==> config.mk <==
export PLATFORM = sky130hd
export DESIGN_NAME = ball_motion_flat
export DESIGN_NICKNAME = d
export VERILOG_FILES = /design/src/rtl/ball_motion_if.sv /design/src/rtl/ball_motion.sv /design/src/flat_wrapper.sv
export SDC_FILE = /design/constraint.sdc
export NUM_CORES = 1
export LEC_CHECK = 0
export ABC_CLOCK_PERIOD_IN_PS = 4750
export BUFFER_PORTS_ARGS = -buffer_cell sky130_fd_sc_hd__buf_2
export CORE_UTILIZATION = 50
export CTS_CLUSTER_SIZE = 25
export DETAILED_ROUTE_END_ITERATION = 16
export GPL_ROUTABILITY_DRIVEN = 1
export MAX_ROUTING_LAYER = met4
export PLACE_DENSITY = 0.77
export SYNTH_ARGS = -nofsm -noshare
export SYNTH_HDL_FRONTEND = slang
export SYNTH_SLANG_ARGS = --single-unit
export TNS_END_PERCENT = 1
==> constraint.sdc <==
create_clock -name clk_i -period 4.75 [get_ports clk_i]
set_input_delay 0.2375 -clock clk_i [delete_from_list [all_inputs] [get_ports clk_i]]
set_output_delay 0.2375 -clock clk_i [all_outputs]
set_load 0.01 [all_outputs]
==> src/rtl/ball_motion_if.sv <==
// Signal bundle between the ball-motion stage and its neighbours (paddle stage, brick
// logic, renderer). The master drives the game inputs; the slave (ball_motion) drives the ball state.
interface ball_motion_if;
   logic       tick;
   logic       start;
   logic [9:0] padx;
   logic [9:0] pady;
   logic       padcol;
   logic [2:0] padang;
   logic       brick_hit;
   logic       brick_vert;
   logic [9:0] ballx;
   logic [9:0] bally;
   logic [1:0] lives;
   logic       ball_lost;
   logic       game_over;
   logic       moving;

   modport master (
      output tick, start, padx, pady, padcol, padang, brick_hit, brick_vert,
      input  ballx, bally, lives, ball_lost, game_over, moving
   );

   modport slave (
      input  tick, start, padx, pady, padcol, padang, brick_hit, brick_vert,
      output ballx, bally, lives, ball_lost, game_over, moving
   );
endinterface

==> src/rtl/ball_motion.sv <==
// Ball serve/launch/motion/reflection stage with lives and game-over tracking.
// Optional macro BALL_SPEEDUP_EN: every 8 honored paddle bounces shorten the step divider.
module ball_motion #(
   parameter int unsigned SCREEN_W   = 320,
   parameter int unsigned BALL_SZ    = 4,
   parameter int unsigned LOST_Y     = 239,
   parameter int unsigned PAD_W      = 80,
   parameter int unsigned LIVES_INIT = 3,
   parameter int unsigned MOVE_DIV   = 2
) (
   input logic          clk_i,
   input logic          rst_ni,
   ball_motion_if.slave bus
);

   localparam logic signed [10:0] XMax      = 11'(SCREEN_W - BALL_SZ);
   localparam logic signed [10:0] LostY     = 11'(LOST_Y);
   localparam logic [9:0]         HalfPad   = 10'(PAD_W / 2);
   localparam logic [9:0]         ServeX    = 10'(100 + PAD_W / 2);
   localparam logic [1:0]         DivInit   = 2'(MOVE_DIV);
   localparam logic [1:0]         LivesInit = 2'(LIVES_INIT);

   typedef enum logic [1:0] {StServe, StMove, StOver} state_e;

   state_e            state_q;
   logic [9:0]        ballx_q, bally_q;
   logic signed [2:0] vx_q;
   logic              vy_neg_q;   // 1: travelling up (vy = -1)
   logic [1:0]        div_q;
   logic [1:0]        lives_q;
   logic              ball_lost_q;
   logic [1:0]        div_max;

`ifdef BALL_SPEEDUP_EN
   logic [2:0] hits_q;
   logic [1:0] div_max_q;
   assign div_max = div_max_q;
`else
   assign div_max = DivInit;
`endif

   // Reflection and position for a move step, evaluated every cycle.
   logic signed [2:0]  vx_r, step_vx;
   logic               vy_neg_r, step_vy_neg;
   logic               pad_hit, step_lost;
   logic signed [10:0] nx, ny;
   logic [9:0]         step_x, step_y;

   always_comb begin
      vx_r     = vx_q;
      vy_neg_r = vy_neg_q;
      pad_hit  = 1'b0;
      if (bus.padcol && !vy_neg_q) begin
         pad_hit  = 1'b1;
         vy_neg_r = 1'b1;
         case (bus.padang)
            3'd0:    vx_r = -3'sd2;
            3'd1:    vx_r = -3'sd1;
            3'd2:    vx_r = 3'sd0;
            3'd3:    vx_r = 3'sd1;
            3'd4:    vx_r = 3'sd2;
            default: vx_r = vx_q;
         endcase
      end else if (bus.brick_hit) begin
         if (bus.brick_vert) vy_neg_r = !vy_neg_q;
         else                vx_r     = -vx_q;
      end

      nx      = $signed({1'b0, ballx_q}) + {{8{vx_r[2]}}, vx_r};
      step_vx = vx_r;
      if (nx < 0) begin
         step_x  = 10'd0;
         step_vx = -vx_r;
      end else if (nx > XMax) begin
         step_x  = XMax[9:0];
         step_vx = -vx_r;
      end else begin
         step_x  = nx[9:0];
      end

      ny          = $signed({1'b0, bally_q}) + (vy_neg_r ? 11'sh7FF : 11'sd1);
      step_vy_neg = vy_neg_r;
      step_lost   = 1'b0;
      if (vy_neg_r && (bally_q == 10'd0)) begin
         step_y      = 10'd1;
         step_vy_neg = 1'b0;
      end else begin
         step_y    = ny[9:0];
         step_lost = (ny >= LostY);
      end
   end

   always_ff @(posedge clk_i or negedge rst_ni) begin
      if (!rst_ni) begin
         state_q     <= StServe;
         ballx_q     <= ServeX;
         bally_q     <= 10'd199;
         vx_q        <= 3'sd1;
         vy_neg_q    <= 1'b1;
         div_q       <= 2'd0;
         lives_q     <= LivesInit;
         ball_lost_q <= 1'b0;
`ifdef BALL_SPEEDUP_EN
         hits_q      <= 3'd0;
         div_max_q   <= DivInit;
`endif
      end else begin
         ball_lost_q <= 1'b0;
         if (bus.tick) begin
            case (state_q)
               StServe: begin
                  ballx_q <= bus.padx + HalfPad;
                  bally_q <= bus.pady - 10'd1;
                  if (!bus.start) begin
                     vx_q     <= 3'sd1;
                     vy_neg_q <= 1'b1;
                     div_q    <= 2'd0;
                     state_q  <= StMove;
                  end
               end
               StMove: begin
                  if (div_q >= div_max - 2'd1) begin
                     div_q <= 2'd0;
                     if (step_lost) begin
                        // Position is left where it was; SERVE re-places it on the next tick.
                        ball_lost_q <= 1'b1;
                        if (lives_q == 2'd1) begin
                           lives_q <= 2'd0;
                           state_q <= StOver;
                        end else begin
                           lives_q <= lives_q - 2'd1;
                           state_q <= StServe;
                        end
`ifdef BALL_SPEEDUP_EN
                        hits_q    <= 3'd0;
                        div_max_q <= DivInit;
`endif
                     end else begin
                        ballx_q  <= step_x;
                        bally_q  <= step_y;
                        vx_q     <= step_vx;
                        vy_neg_q <= step_vy_neg;
`ifdef BALL_SPEEDUP_EN
                        if (pad_hit) begin
                           hits_q <= hits_q + 3'd1;
                           if ((hits_q == 3'd7) && (div_max_q > 2'd1)) begin
                              div_max_q <= div_max_q - 2'd1;
                           end
                        end
`endif
                     end
                  end else begin
                     div_q <= div_q + 2'd1;
                  end
               end
               default: ;
            endcase
         end
      end
   end

`ifndef BALL_SPEEDUP_EN
   logic unused_pad_hit;
   assign unused_pad_hit = pad_hit;
`endif

   assign bus.ballx     = ballx_q;
   assign bus.bally     = bally_q;
   assign bus.lives     = lives_q;
   assign bus.ball_lost = ball_lost_q;
   assign bus.game_over = (state_q == StOver);
   assign bus.moving    = (state_q == StMove);

endmodule

==> src/flat_wrapper.sv <==
// flat-port wrapper written by rule: the top's interface ports become plain ports
module ball_motion_flat 
#(
   parameter int unsigned SCREEN_W   = 320,
   parameter int unsigned BALL_SZ    = 4,
   parameter int unsigned LOST_Y     = 239,
   parameter int unsigned PAD_W      = 80,
   parameter int unsigned LIVES_INIT = 3,
   parameter int unsigned MOVE_DIV   = 2
)
  (clk_i, rst_ni, bus_tick, bus_start, bus_padx, bus_pady, bus_padcol, bus_padang, bus_brick_hit, bus_brick_vert, bus_ballx, bus_bally, bus_lives, bus_ball_lost, bus_game_over, bus_moving);
  ball_motion_if bus_i ();
  input logic clk_i;
  input logic rst_ni;
  input wire logic [$bits(bus_i.tick)-1:0] bus_tick;
  input wire logic [$bits(bus_i.start)-1:0] bus_start;
  input wire logic [$bits(bus_i.padx)-1:0] bus_padx;
  input wire logic [$bits(bus_i.pady)-1:0] bus_pady;
  input wire logic [$bits(bus_i.padcol)-1:0] bus_padcol;
  input wire logic [$bits(bus_i.padang)-1:0] bus_padang;
  input wire logic [$bits(bus_i.brick_hit)-1:0] bus_brick_hit;
  input wire logic [$bits(bus_i.brick_vert)-1:0] bus_brick_vert;
  output wire logic [$bits(bus_i.ballx)-1:0] bus_ballx;
  output wire logic [$bits(bus_i.bally)-1:0] bus_bally;
  output wire logic [$bits(bus_i.lives)-1:0] bus_lives;
  output wire logic [$bits(bus_i.ball_lost)-1:0] bus_ball_lost;
  output wire logic [$bits(bus_i.game_over)-1:0] bus_game_over;
  output wire logic [$bits(bus_i.moving)-1:0] bus_moving;
  assign bus_i.tick = bus_tick;
  assign bus_i.start = bus_start;
  assign bus_i.padx = bus_padx;
  assign bus_i.pady = bus_pady;
  assign bus_i.padcol = bus_padcol;
  assign bus_i.padang = bus_padang;
  assign bus_i.brick_hit = bus_brick_hit;
  assign bus_i.brick_vert = bus_brick_vert;
  assign bus_ballx = bus_i.ballx;
  assign bus_bally = bus_i.bally;
  assign bus_lives = bus_i.lives;
  assign bus_ball_lost = bus_i.ball_lost;
  assign bus_game_over = bus_i.game_over;
  assign bus_moving = bus_i.moving;
  ball_motion #(.SCREEN_W(SCREEN_W), .BALL_SZ(BALL_SZ), .LOST_Y(LOST_Y), .PAD_W(PAD_W), .LIVES_INIT(LIVES_INIT), .MOVE_DIV(MOVE_DIV)) u_core (.clk_i(clk_i), .rst_ni(rst_ni), .bus(bus_i));
endmodule
==> impl_metrics.sql <==
INSERT INTO impl_metrics (metric_group, metric, value, unit) VALUES
('run_status', 'result_of_the_run', 'finished, violations left', ''),
('run_status', 'violations', 'hold timing', ''),
('clock_tree', 'clock_insertion_delay_worst_skew', '0.28', 'ns'),
('route', 'wl_per_cell', '15.3', 'µm'),
('route', 'detailedRoute.firstIterationViolations', '178', ''),
('final_layout', 'final_layout_size_suffix_gt1_share', '27.8', '%'),
('sta', 'max-slew-margin-rel', '39.5', '%'),
('power', 'total_power', '3.08', 'mW'),
('synthesis', 'synth.net_count', '398', ''),
('global_routing', 'grt_pass1_wl', '12200', 'µm'),
('sta', 'min_period_over_period', '83.9', '%'),
('route', 'drcViolationCount', '0', ''),
('die', 'floorplan.io_pins', '55', ''),
('power', 'power.density', '862', 'nW/µm²'),
('placement', 'placement.io_buffers', '54', ''),
('worst_setup_path', 'crit_buf_inv', '2', ''),
('worst_setup_path', 'worstSetupPathType', 'register to register', ''),
('synthesis', 'post_synth_inst_count', '339', ''),
('final_layout', 'area_growth_syn_to_layout', '13.8', '%'),
('global_routing', 'global_route.usage.total', '25.0', '%'),
('worst_setup_path', 'critical_path.slowest_cell', 'sky130_fd_sc_hd__dfstp_2', ''),
('die', 'die_h', '81.2', 'µm'),
('die', 'rows', '28', ''),
('worst_setup_path', 'worstPathCellList', 'inv_1 > ha_1 > nor3b_1 > xnor2_1 > nand2_1 > o21ai_0 > inv_1 > ha_1 > a2111oi_0 > o21a_1 > nor2_1 > xnor2_1 > a311o_1 > nand3_1 > o31ai_1 > mux2_4', ''),
('sta', 'timing.final.max_slew_violations', '0', ''),
('final_layout', 'final_nets', '458', ''),
('final_layout', 'antenna_cells_inserted', '0', ''),
('global_routing', 'grt_start_max_net_pins', '32', ''),
('die', 'initial_core_util', '52.4', '%'),
('global_routing', 'grt_overflow', '0', ''),
('placement', 'dp.cells', '467', ''),
('route', 'drt_pre_antenna_iters', '4', ''),
('power', 'irDropWorstVdd', '0.388', 'mV'),
('clock_tree', 'cts.path.max_buffers', '2', ''),
('sta', 'timing.setup.tns', '0', 'ns'),
('worst_setup_path', 'worstPathArrival', '4.21', 'ns'),
('clock_tree', 'htree_levels', '2', ''),
('synthesis', 'flip_flop_and_latch_count_after_synthesis', '31', ''),
('clock_tree', 'cts_tree', 'done', ''),
('power', 'p_leak', '1.65', 'nW'),
('global_routing', 'grt_pass1_vias', '2647', ''),
('worst_setup_path', 'start_kind', 'register', ''),
('synthesis', 'yosys_most_used_dff', 'sky130_fd_sc_hd__dfrtp_1', ''),
('synthesis', 'async_flop_share', '100', '%'),
('route', 'vias', '2788', ''),
('hold_path', 'hold_class', 'input port to async pin', ''),
('sta', 'hold_worst_slack', '-0.00298', 'ns'),
('clock_tree', 'clk_transition_reported_paths', '0.07', 'ns'),
('sta', 'report.final.hold_viol_count', '2', ''),
('clock_tree', 'clock_sinks', '31', ''),
('synthesis', 'synth-seq-area-share', '25.2', '%'),
('clock_tree', 'postCtsResizedCells', '0', ''),
('flow_run', 'cap_violations', '0', ''),
('route', 'route.antenna.remaining_nets', '0', ''),
('clock_tree', 'postCtsSetupBuffers', '0', ''),
('synthesis', 'syn-mean-instance-area', '9.26', 'µm²'),
('worst_setup_path', 'crit_family', 'compound AO/OA/AOI/OAI gates', ''),
('synthesis', 'combined_area_of_all_synthesized_cells', '3140', 'µm²'),
('sta', 'post-route-min-period', '3.99', 'ns'),
('global_routing', 'antenna_found_initial', '0', ''),
('worst_setup_path', 'critical-path-max-stage-delay', '0.53', 'ns'),
('placement', 'dp_hpwl', '5830', 'µm'),
('worst_setup_path', 'path_max_fanout', '10', ''),
('synthesis', 'ys_types', '67', ''),
('worst_setup_path', 'worstPathRequired', '4.97', 'ns'),
('worst_setup_path', 'worst_setup_path_end_kind', 'register', ''),
('placement', 'finalWeightedCongestion', '0.945', ''),
('route', 'route.final.wire_length', '7270', 'µm'),
('final_layout', 'finalNonFillerCells', '475', ''),
('die', 'design.core.area', '5990', 'µm²'),
('clock_tree', 'cts_hold_buffers_added', '0', ''),
('sta', 'final.setup_skew', '0.00746', 'ns'),
('clock_tree', 'tritoncts.num_buffers', '5', ''),
('clock_tree', 'clockRootBuffer', 'sky130_fd_sc_hd__clkbuf_8', ''),
('route', 'drt-vias-per-instance', '5.87', ''),
('sta', 'fmaxAchievable', '251', 'MHz'),
('sta', 'setup_viol_count_final', '0', ''),
('synthesis', 'synth-warning-count', '0', ''),
('sta', 'grt_setup_unrepaired', 'no', ''),
('sta', 'max_slew.worst_pin.slew', '0.907', 'ns'),
('die', 'floorplan.die.width', '81.2', 'µm'),
('die', 'die_area', '6600', 'µm²'),
('synthesis', 'synth-edff-count', '0', '');
per-stage QoR:
| step | setup slack [ns] | utilization (%) | hold slack [ns] | instance area, µm² |
|---|---|---|---|---|
| final | 0.765 | 59.6 | -0.00298 | 3570 |
| after floorplan | 1.17 | - | -0.0581 | 3140 |
| after detailed placement | 0.791 | 58.3 | 0.334 | 3490 |
| after CTS | 0.770 | 59.6 | 0.0260 | 3570 |
| after global placement | 0.969 | 58.3 | 0.329 | 3490 |
| after global routing | 0.490 | 59.6 | 0.0652 | 3570 |
Yosys cell counts, drive strengths merged (4+ instances only):
| cell | number | area (µm²) |
|---|---|---|
| a211oi | 4 | 30.0 |
| a21o | 5 | 38.8 |
| a21oi | 17 | 85.1 |
| buf | 4 | 45.0 |
| dfrtp | 19 | 475 |
| dfstp | 12 | 315 |
| ha | 27 | 338 |
| inv | 21 | 78.8 |
| mux2 | 24 | 353 |
| nand2 | 29 | 111 |
| nand3 | 7 | 35.0 |
| nand4 | 5 | 31.3 |
| nor2 | 36 | 135 |
| nor2b | 4 | 32.5 |
| nor3 | 7 | 35.0 |
| o211ai | 5 | 42.5 |
| o21a | 5 | 37.5 |
| o21ai | 14 | 70.1 |
| o21bai | 4 | 41.3 |
| o22ai | 9 | 56.3 |
| o31ai | 4 | 30.0 |
| xnor2 | 13 | 114 |
| xor2 | 12 | 113 |
area by class of cell:
cell class	count	area (µm²)
flip-flops and latches	31	791
clock inverters	1	5.00
inverters	22	82.6
well taps	75	93.8
multi-input cells	281	2220
clock buffers	7	76.3
fillers	543	2420
repair buffers	58	300
sequential cells by signal, indices dropped and copies added, names as in the netlist:
signal	cells
u_core.bus.ballx	10
u_core.bus.bally	10
u_core.vx_q	3
u_core.bus.lives	2
u_core.div_q	2
u_core.state_q	2
u_core.bus.ball_lost	1
u_core.vy_neg_q	1
routing by layer:
layer,global-route usage [%],up-vias,part of all wire [%]
li1,-,1372,-
met1,33.7,1336,49
met2,38.5,71,45
met3,4.49,9,5.0
met5,-,-,0
met4,6.43,0,0.99
worst paths after layout:
| kind | startpoint | endpoint | slack (ns) | depth (start not counted) |
|---|---|---|---|---|
| worst max-delay path | u_core.vx_q[0] | u_core.bus.ballx[0] | 0.76 | 16 |
| worst min-delay path | rst_ni | u_core.bus.bally[3] | -0.003 | 1 |
| worst max register to register | u_core.vx_q[0] | u_core.bus.ballx[0] | 0.76 | 16 |
| worst min register to register | u_core.state_q[1] | u_core.state_q[1] | 0.49 | 1 |
| max in group asynchronous | rst_ni | u_core.vx_q[2] | 4.31 | 1 |
| min in group clk_i | bus_tick | u_core.bus.ball_lost | 0.26 | 2 |
cells in the final DEF, fill, tap and decap left out, types with 3 or more instances in the layout:
cell and n:
sky130_fd_sc_hd__nor3_1 7, sky130_fd_sc_hd__o21ai_0 12, sky130_fd_sc_hd__xor2_1 11, sky130_fd_sc_hd__dfstp_2 12
sky130_fd_sc_hd__buf_4 4, sky130_fd_sc_hd__a21oi_1 17, sky130_fd_sc_hd__o2111ai_1 3, sky130_fd_sc_hd__o21bai_1 3
sky130_fd_sc_hd__nand4_1 5, sky130_fd_sc_hd__o22ai_1 9, sky130_fd_sc_hd__ha_1 27, sky130_fd_sc_hd__nand2_1 28
sky130_fd_sc_hd__dfrtp_1 19, sky130_fd_sc_hd__o21a_1 5, sky130_fd_sc_hd__nand2b_1 3, sky130_fd_sc_hd__nor2_1 36
sky130_fd_sc_hd__a21o_1 4, sky130_fd_sc_hd__mux2_4 22, sky130_fd_sc_hd__and3_1 3, sky130_fd_sc_hd__xnor2_1 13
sky130_fd_sc_hd__buf_2 54, sky130_fd_sc_hd__a211oi_1 4, sky130_fd_sc_hd__nor2b_1 3, sky130_fd_sc_hd__clkbuf_8 5
sky130_fd_sc_hd__or3_1 3, sky130_fd_sc_hd__o31ai_1 4, sky130_fd_sc_hd__inv_1 21, sky130_fd_sc_hd__o211ai_1 4
sky130_fd_sc_hd__nand3_1 7
cells by family (layout without fill, tap and decap cells):
logic type                 after synthesis  count (layout)  share of synthesized area (%)
and+or+nand+nor                        109             109                           17.5
AOI/OAI and AO/OA                       93              93                           22.1
DFF                                     31              31                           25.2
adders and majority gates               29              29                           12.0
buffers and inverters                   27              88                           4.34
xor gates and xnor gates                25              25                           7.21
muxes                                   25              25                           11.6
power breakdown:
group / internal [mW] / switching [mW] / leakage, nW / total [mW]
sequential: 0.421 / 0.123 / 0.361 / 0.544
combinational: 1.04 / 1.29 / 1.25 / 2.33
clock: 0.103 / 0.0989 / 0.0422 / 0.202
total: 1.57 / 1.51 / 1.65 / 3.08
Note: power is estimated with default switching activity, not from simulation.
